===== config.mk =====
export PLATFORM = sky130hd
export DESIGN_NAME = priority_encoder_seq
export DESIGN_NICKNAME = d
export VERILOG_FILES = /design/src/rtl/priority_encoder_seq.sv
export SDC_FILE = /design/constraint.sdc
export NUM_CORES = 1
export LEC_CHECK = 0
export CAP_MARGIN = 40
export CORE_AREA = 2 2 39 41
export DETAILED_ROUTE_END_ITERATION = 6
export DIE_AREA = 0 0 41 43
export DONT_BUFFER_PORTS = 1
export PLACE_DENSITY = 0.57
export SLEW_MARGIN = 20
export SYNTH_ARGS = -nofsm -noshare
export SYNTH_HDL_FRONTEND = slang
export SYNTH_SLANG_ARGS = --single-unit

===== constraint.sdc =====
create_clock -name clk -period 1.7 [get_ports clk]
set_clock_uncertainty 0.2 [all_clocks]
set_input_delay 0.17 -clock clk [delete_from_list [all_inputs] [get_ports clk]]
set_output_delay 0.17 -clock clk [all_outputs]
set_load 0.05 [all_outputs]

===== src/rtl/priority_encoder_seq.sv =====
// priority_encoder_seq: registered N-to-log2(N) priority encoder with sticky request capture and valid/ready output.
// Optional `define ROUND_ROBIN_EN selects rotating priority instead of fixed highest-index-first.
`default_nettype none

module priority_encoder_seq #(
  parameter int N_IN  = 8,
  parameter int OUT_W = 3
) (
  input  logic             clk,
  input  logic             rst,
  input  logic [N_IN-1:0]  din,
  output logic [OUT_W-1:0] dout,
  output logic             dout_valid,
  input  logic             dout_ready,
  output logic [N_IN-1:0]  pending,
  output logic             busy
);

  generate
    if (OUT_W != $clog2(N_IN)) begin : g_bad_out_w
      $error("priority_encoder_seq: OUT_W must equal $clog2(N_IN)");
    end
    if (N_IN < 2 || N_IN > 64) begin : g_bad_n_in
      $error("priority_encoder_seq: N_IN must be in 2..64");
    end
  endgenerate

  typedef enum logic [0:0] {
    S_IDLE = 1'b0,
    S_HOLD = 1'b1
  } state_t;

  state_t           r_state;
  state_t           w_state_nxt;
  logic [N_IN-1:0]  r_pending;
  logic [OUT_W-1:0] r_dout;
  logic [OUT_W-1:0] w_dout_nxt;
  logic             r_dout_valid;
  logic             w_valid_nxt;
  logic             w_hs;
  logic [N_IN-1:0]  w_clr_mask;
  logic [OUT_W-1:0] w_sel;

  assign w_hs       = r_dout_valid & dout_ready;
  assign w_clr_mask = w_hs ? (N_IN'(1) << r_dout) : '0;

`ifdef ROUND_ROBIN_EN
  logic [OUT_W-1:0] r_rr_ptr;
  // Until the first handshake the search starts at rr_ptr itself, so the
  // first grant after reset matches the fixed-priority result.
  logic             r_rr_first;

  always_ff @(posedge clk or posedge rst) begin
    if (rst) begin
      r_rr_ptr   <= OUT_W'(N_IN - 1);
      r_rr_first <= 1'b1;
    end else if (w_hs) begin
      r_rr_ptr   <= r_dout;
      r_rr_first <= 1'b0;
    end
  end

  always_comb begin
    logic found;
    found = 1'b0;
    w_sel = '0;
    for (int k = 0; k < N_IN; k++) begin
      int               t;
      logic [OUT_W-1:0] idx;
      t = int'(r_rr_ptr) - (r_rr_first ? 0 : 1) - k;
      if (t < 0) t = t + N_IN;
      idx = OUT_W'(t);
      if (!found && r_pending[idx]) begin
        found = 1'b1;
        w_sel = idx;
      end
    end
  end
`else
  always_comb begin
    w_sel = '0;
    for (int i = 0; i < N_IN; i++) begin
      if (r_pending[i]) w_sel = OUT_W'(i);
    end
  end
`endif

  always_ff @(posedge clk or posedge rst) begin
    if (rst) begin
      r_state      <= S_IDLE;
      r_pending    <= '0;
      r_dout       <= '0;
      r_dout_valid <= 1'b0;
    end else begin
      r_state      <= w_state_nxt;
      r_pending    <= (r_pending & ~w_clr_mask) | din;
      r_dout       <= w_dout_nxt;
      r_dout_valid <= w_valid_nxt;
    end
  end

  always_comb begin
    w_state_nxt = r_state;
    w_dout_nxt  = r_dout;
    w_valid_nxt = r_dout_valid;
    case (r_state)
      S_IDLE: begin
        if (|r_pending) begin
          w_dout_nxt  = w_sel;
          w_valid_nxt = 1'b1;
          w_state_nxt = S_HOLD;
        end
      end
      S_HOLD: begin
        if (w_hs) begin
          w_valid_nxt = 1'b0;
          w_state_nxt = S_IDLE;
        end
      end
      default: begin
        w_valid_nxt = 1'b0;
        w_state_nxt = S_IDLE;
      end
    endcase
  end

  assign dout       = r_dout;
  assign dout_valid = r_dout_valid;
  assign pending    = r_pending;
  assign busy       = (|r_pending) | r_dout_valid;

endmodule

`default_nettype wire


# --- Yosys cells after proc, flatten, opt, wreduce, memory -nomap -nowiden ---
# Index checks and enable logic that the tools add are counted.
totals:
  ff_bits: 13
  latchBits: 0
  ramBits: 0
  mem_bits_ro: 0
  in_bits: 11
  elab_cells: 30
  mem_count: 0
op_classes:
  add_sub_neg: 0
  multipliers: 0
  n_div: 0
  magnitude_cmp: 0
  eq_ne: 2
  shift: 1
  mux: 14
  n_bitwise: 6
  n_reduce_logical: 3
op_table:
  columns: ["op", "count"]
  rows:
  - ["$mux W3", 6]
  - ["$and A8 B8 Y8", 1]
  - ["$mux W8", 1]
  - ["$not A8 Y8", 1]
  - ["$or A8 B8 Y8", 1]
  - ["$reduce_or A8 Y1", 1]
  - ["$shl A1 B3 Y8 const A", 1]
  - ["$mux W1", 5]
  - ["$pmux W1 S2", 2]
  - ["$reduce_and A2 Y1", 2]
  - ["$ne A2 B1 Y1 const B", 1]
  - ["$ne A2 B2 Y1 const B", 1]
  - ["$and A1 B1 Y1", 1]
  - ["$not A1 Y1", 1]
  - ["$or A1 B1 Y1", 1]

# --- Logic depth before layout (Yosys ltp) ---
logic_depth:
  word_depth: 7
  depth_mapped: 4

# --- Least setup slack after synthesis ---
# No wires, ideal clock.
synth_path:
  path_kind: "reg-to-reg"
  startpoint: "reg r_pending[6], in the netlist pending[6]"
  endpoint: "reg r_dout_valid, in the netlist dout_valid"
  arrival_ps: 1673
  path_slack_ps: -300
  path_stages_with_launch: 5
  period_less_slack_ps: 2000
  path_cell_list: "dfrtp_1 nor4_2 nand2_1 or2_1 a21boi_1"
synth_via:
  elab_chain_cells: 3
synth_lines:
  columns: ["item", "line_no", "source"]
  rows:
  - ["start: declaration", "35", "logic [N_IN-1:0] r_pending;"]
  - ["start signal: assignment", "96", "r_pending <= (r_pending & ~w_clr_mask) | din;"]
  - ["$reduce_or A8 Y1", "108", "if (|r_pending) begin"]
  - ["$ne A2 B2 Y1 (no line)", null, null]
  - ["$reduce_and A2 Y1 (no line)", null, null]
  - ["end signal: assignment", "98", "r_dout_valid <= w_valid_nxt;"]
  - ["end: declaration", "38", "logic r_dout_valid;"]
# No other way between the ends.
# A chain may end at the register's enable or synchronous reset.

# --- Worst setup path after layout ---
layout_path:
  startpoint: "reg r_pending[6], in the netlist pending[6]"
  endpoint: "out busy"
layout_via:
  elab_chain_cells: 2
layout_lines:
  columns: ["item", "line_no", "source"]
  rows:
  - ["$reduce_or A8 Y1", "130", "assign busy = (|r_pending) | r_dout_valid;"]
  - ["$or A1 B1 Y1", "130", null]
  - ["end: declaration", "16", "output logic busy"]
# No other way between the ends.

==> results.ini <==
[yosys]
synth_area_um2=598
ys_seq_elements=13
synthesis.instances=59
synth_nets=70
synth.distinct_cells=22
yosys.area.top_type_share_pct=54.4
avgSynthCellArea_um2=10.1
synth-seq-area-share_pct=54.4
synthTopCellsByArea=dfrtp_1, a21o_1, nor4_2, nor2_1, o21ai_0
yosysWarnings=0
yosysTopAreaCell=dfrtp_1

[clock_tree]
ctsResizeCount=0
clock_sinks=13
clockBufferDepth=2
clock_latency_ps=270
path_clk_slew_ps=80
ctsHtreeMaxLevel=1
cts_tree=built
root_buffer=clkbuf_4
numCtsBuffers=3

[die]
die_y_um=43
fp.coreArea_mm2=0.00138
num_rows=14
num_io_pins=24
start_util_pct=43.2
die_area_mm2=0.00176
die_w_um=41

[detailed_routing]
drt_first_pass_iters=4
ant_nets=0
wl_per_cell_um=13.6
vias=547
wl_um=1380
drt_iter0_drc=14
drcViolationCount=0
viasPerCell=5.36

[final_layout]
final_common_cell=buf_4
fin_cells=102
final_cell_mix=buf_4, dlygate4sd3_1, dfrtp_2
syn_to_final_growth_pct=49.4
layout-drive-gt1-share_pct=34.9
layout.nets=98
diodes=0

[global_route]
grt_pass1_vias=527
gr-total-overflow=0
top_usage_layer=met2
met1_usage_pct=24.7
grtUsageMet2_pct=30.0
antenna_found_initial=0
grt_use_total_pct=19.4
grtUsageMet3_pct=3.14
grt_first_pass_wirelength_um=2280
grt_max_degree=14

[setup_path]
required_ps=1330
cp-end-kind=primary output
crit_type=reg2out
worstPathMaxFanout=3
cp-start-kind=register
critical_path_arrival_ps=1540

[place]
gp_congestion=0.734
dpl.hpwl_um=998
dp_cells=86
pre_cts_ws_ps=93.8
portBuffers=0

[timing]
min_period_over_period_pct=112
finalHoldViolCount=1
worstMarginPinSlew_ps=485
relSlewSlack_pct=67.6
final_period_minus_worst_setup_slack_ps=1910
finalMaxSlewViolations=0
finalHoldWorstSlack_ps=-1.53
worst_slack_ps=-206
setup_viol=1
max_freq_mhz=525
rsz0062_at_grt=true

[min_path]
holdCritPathClass=in2reg

[run_status]
violations=negative hold slack, negative setup slack
status=finished with violations

[power]
peakVddDrop_v=0.000511
leakagePower_nw=0.376
powerDensity_mw_per_mm2=590

[job]
drv_cap=0

final cells by class:
class                           instances  area [um2]
Clock buffer                            4        26.3
Fill cell                             110         490
Inverter                                3        11.3
Multi-Input combinational cell         41         274
Sequential cell                        13         337
Tap cell                               16        20.0
Timing Repair Buffer                   25         225
sequential cells by signal, summed over array words and instances (netlist names):
signal      flops
dout            3
dout_valid      1
pending         8
r_state         1
cells by family (layout without fill, tap and decap cells):
kind of cell           Yosys count  in the layout  share of synthesized area (%)
AND/OR/NAND/NOR                 22             22                           21.8
flip-flops                      13             13                           54.4
AO/OA/AOI/OAI                   19             19                           20.7
buffers and inverters            5             32                           3.14
worst paths after layout:
kind	startpoint	end	slack (ps)	cells past startpoint
max	pending[6]$_DFF_PP0_	busy	-210	4
min	dout_ready	pending[4]$_DFF_PP0_	-2	3
max reg2reg	pending[6]$_DFF_PP0_	r_state$_DFF_PP0_	130	6
min reg2reg	r_state$_DFF_PP0_	dout_valid$_DFFE_PP0P_	340	1
max in group asynchronous	rst	pending[6]$_DFF_PP0_	790	2
min in group asynchronous	rst	pending[0]$_DFF_PP0_	150	2
Yosys cell counts (all sizes together):
library cell and n:
dfrtp 13, nor2 6, a21o 5, nand2 4, o21ai 4, a21oi 3
inv 3, a31oi 2, clkbuf 2, nand2b 2, nand3 2, nand3b 2
nor4 2, a21boi 1, nor3b 1, o21a 1, o21bai 1, o311ai 1
o31ai 1, or2 1, or2b 1, or3b 1
report_power, final:
part / internal (mW) / switching [mW] / leakage (nW) / total (mW)
clock network: 0.0909 / 0.102 / 0.0150 / 0.193
registers: 0.309 / 0.000000000000000397 / 0.128 / 0.309
logic: 0.0165 / 0.00920 / 0.233 / 0.0257
total: 0.416 / 0.111 / 0.376 / 0.527
metal layers:
| metal | share of wire (%) | vias up |
|---|---|---|
| met4 | 0.58 | 0 |
| li1 | - | 265 |
| met5 | 0 | - |
| met2 | 51 | 19 |
| met1 | 43 | 261 |
| met3 | 6.1 | 2 |
per-stage QoR:
stage	power, mW	cell area (um2)	util, %	hold WS [ps]	setup TNS, ps
finish	0.527	893	64.6	-1.53	-206
global route	0.543	893	64.6	39.4	-284
CTS	0.526	886	64.0	11.3	-208
detailed placement	0.323	752	54.3	-90.5	0
global placement	0.322	752	54.3	-95.5	0
floorplan	0.321	629	-	-154	-22.0
critical path, cell delays in order, from the launching register on:
cell	delay [ps]
dfrtp_2	430
nor4_4	320
nand2_1	110
or2_4	260
buf_12	150
timing repair:
action	4_1_cts	5_1_grt
pin swaps	2	2
hold endpoints to repair	23	0
hold buffers	10	0
setup buffers	1	1
setup endpoints to repair	1	1
No activity file was read; power rests on OpenSTA's default activity.
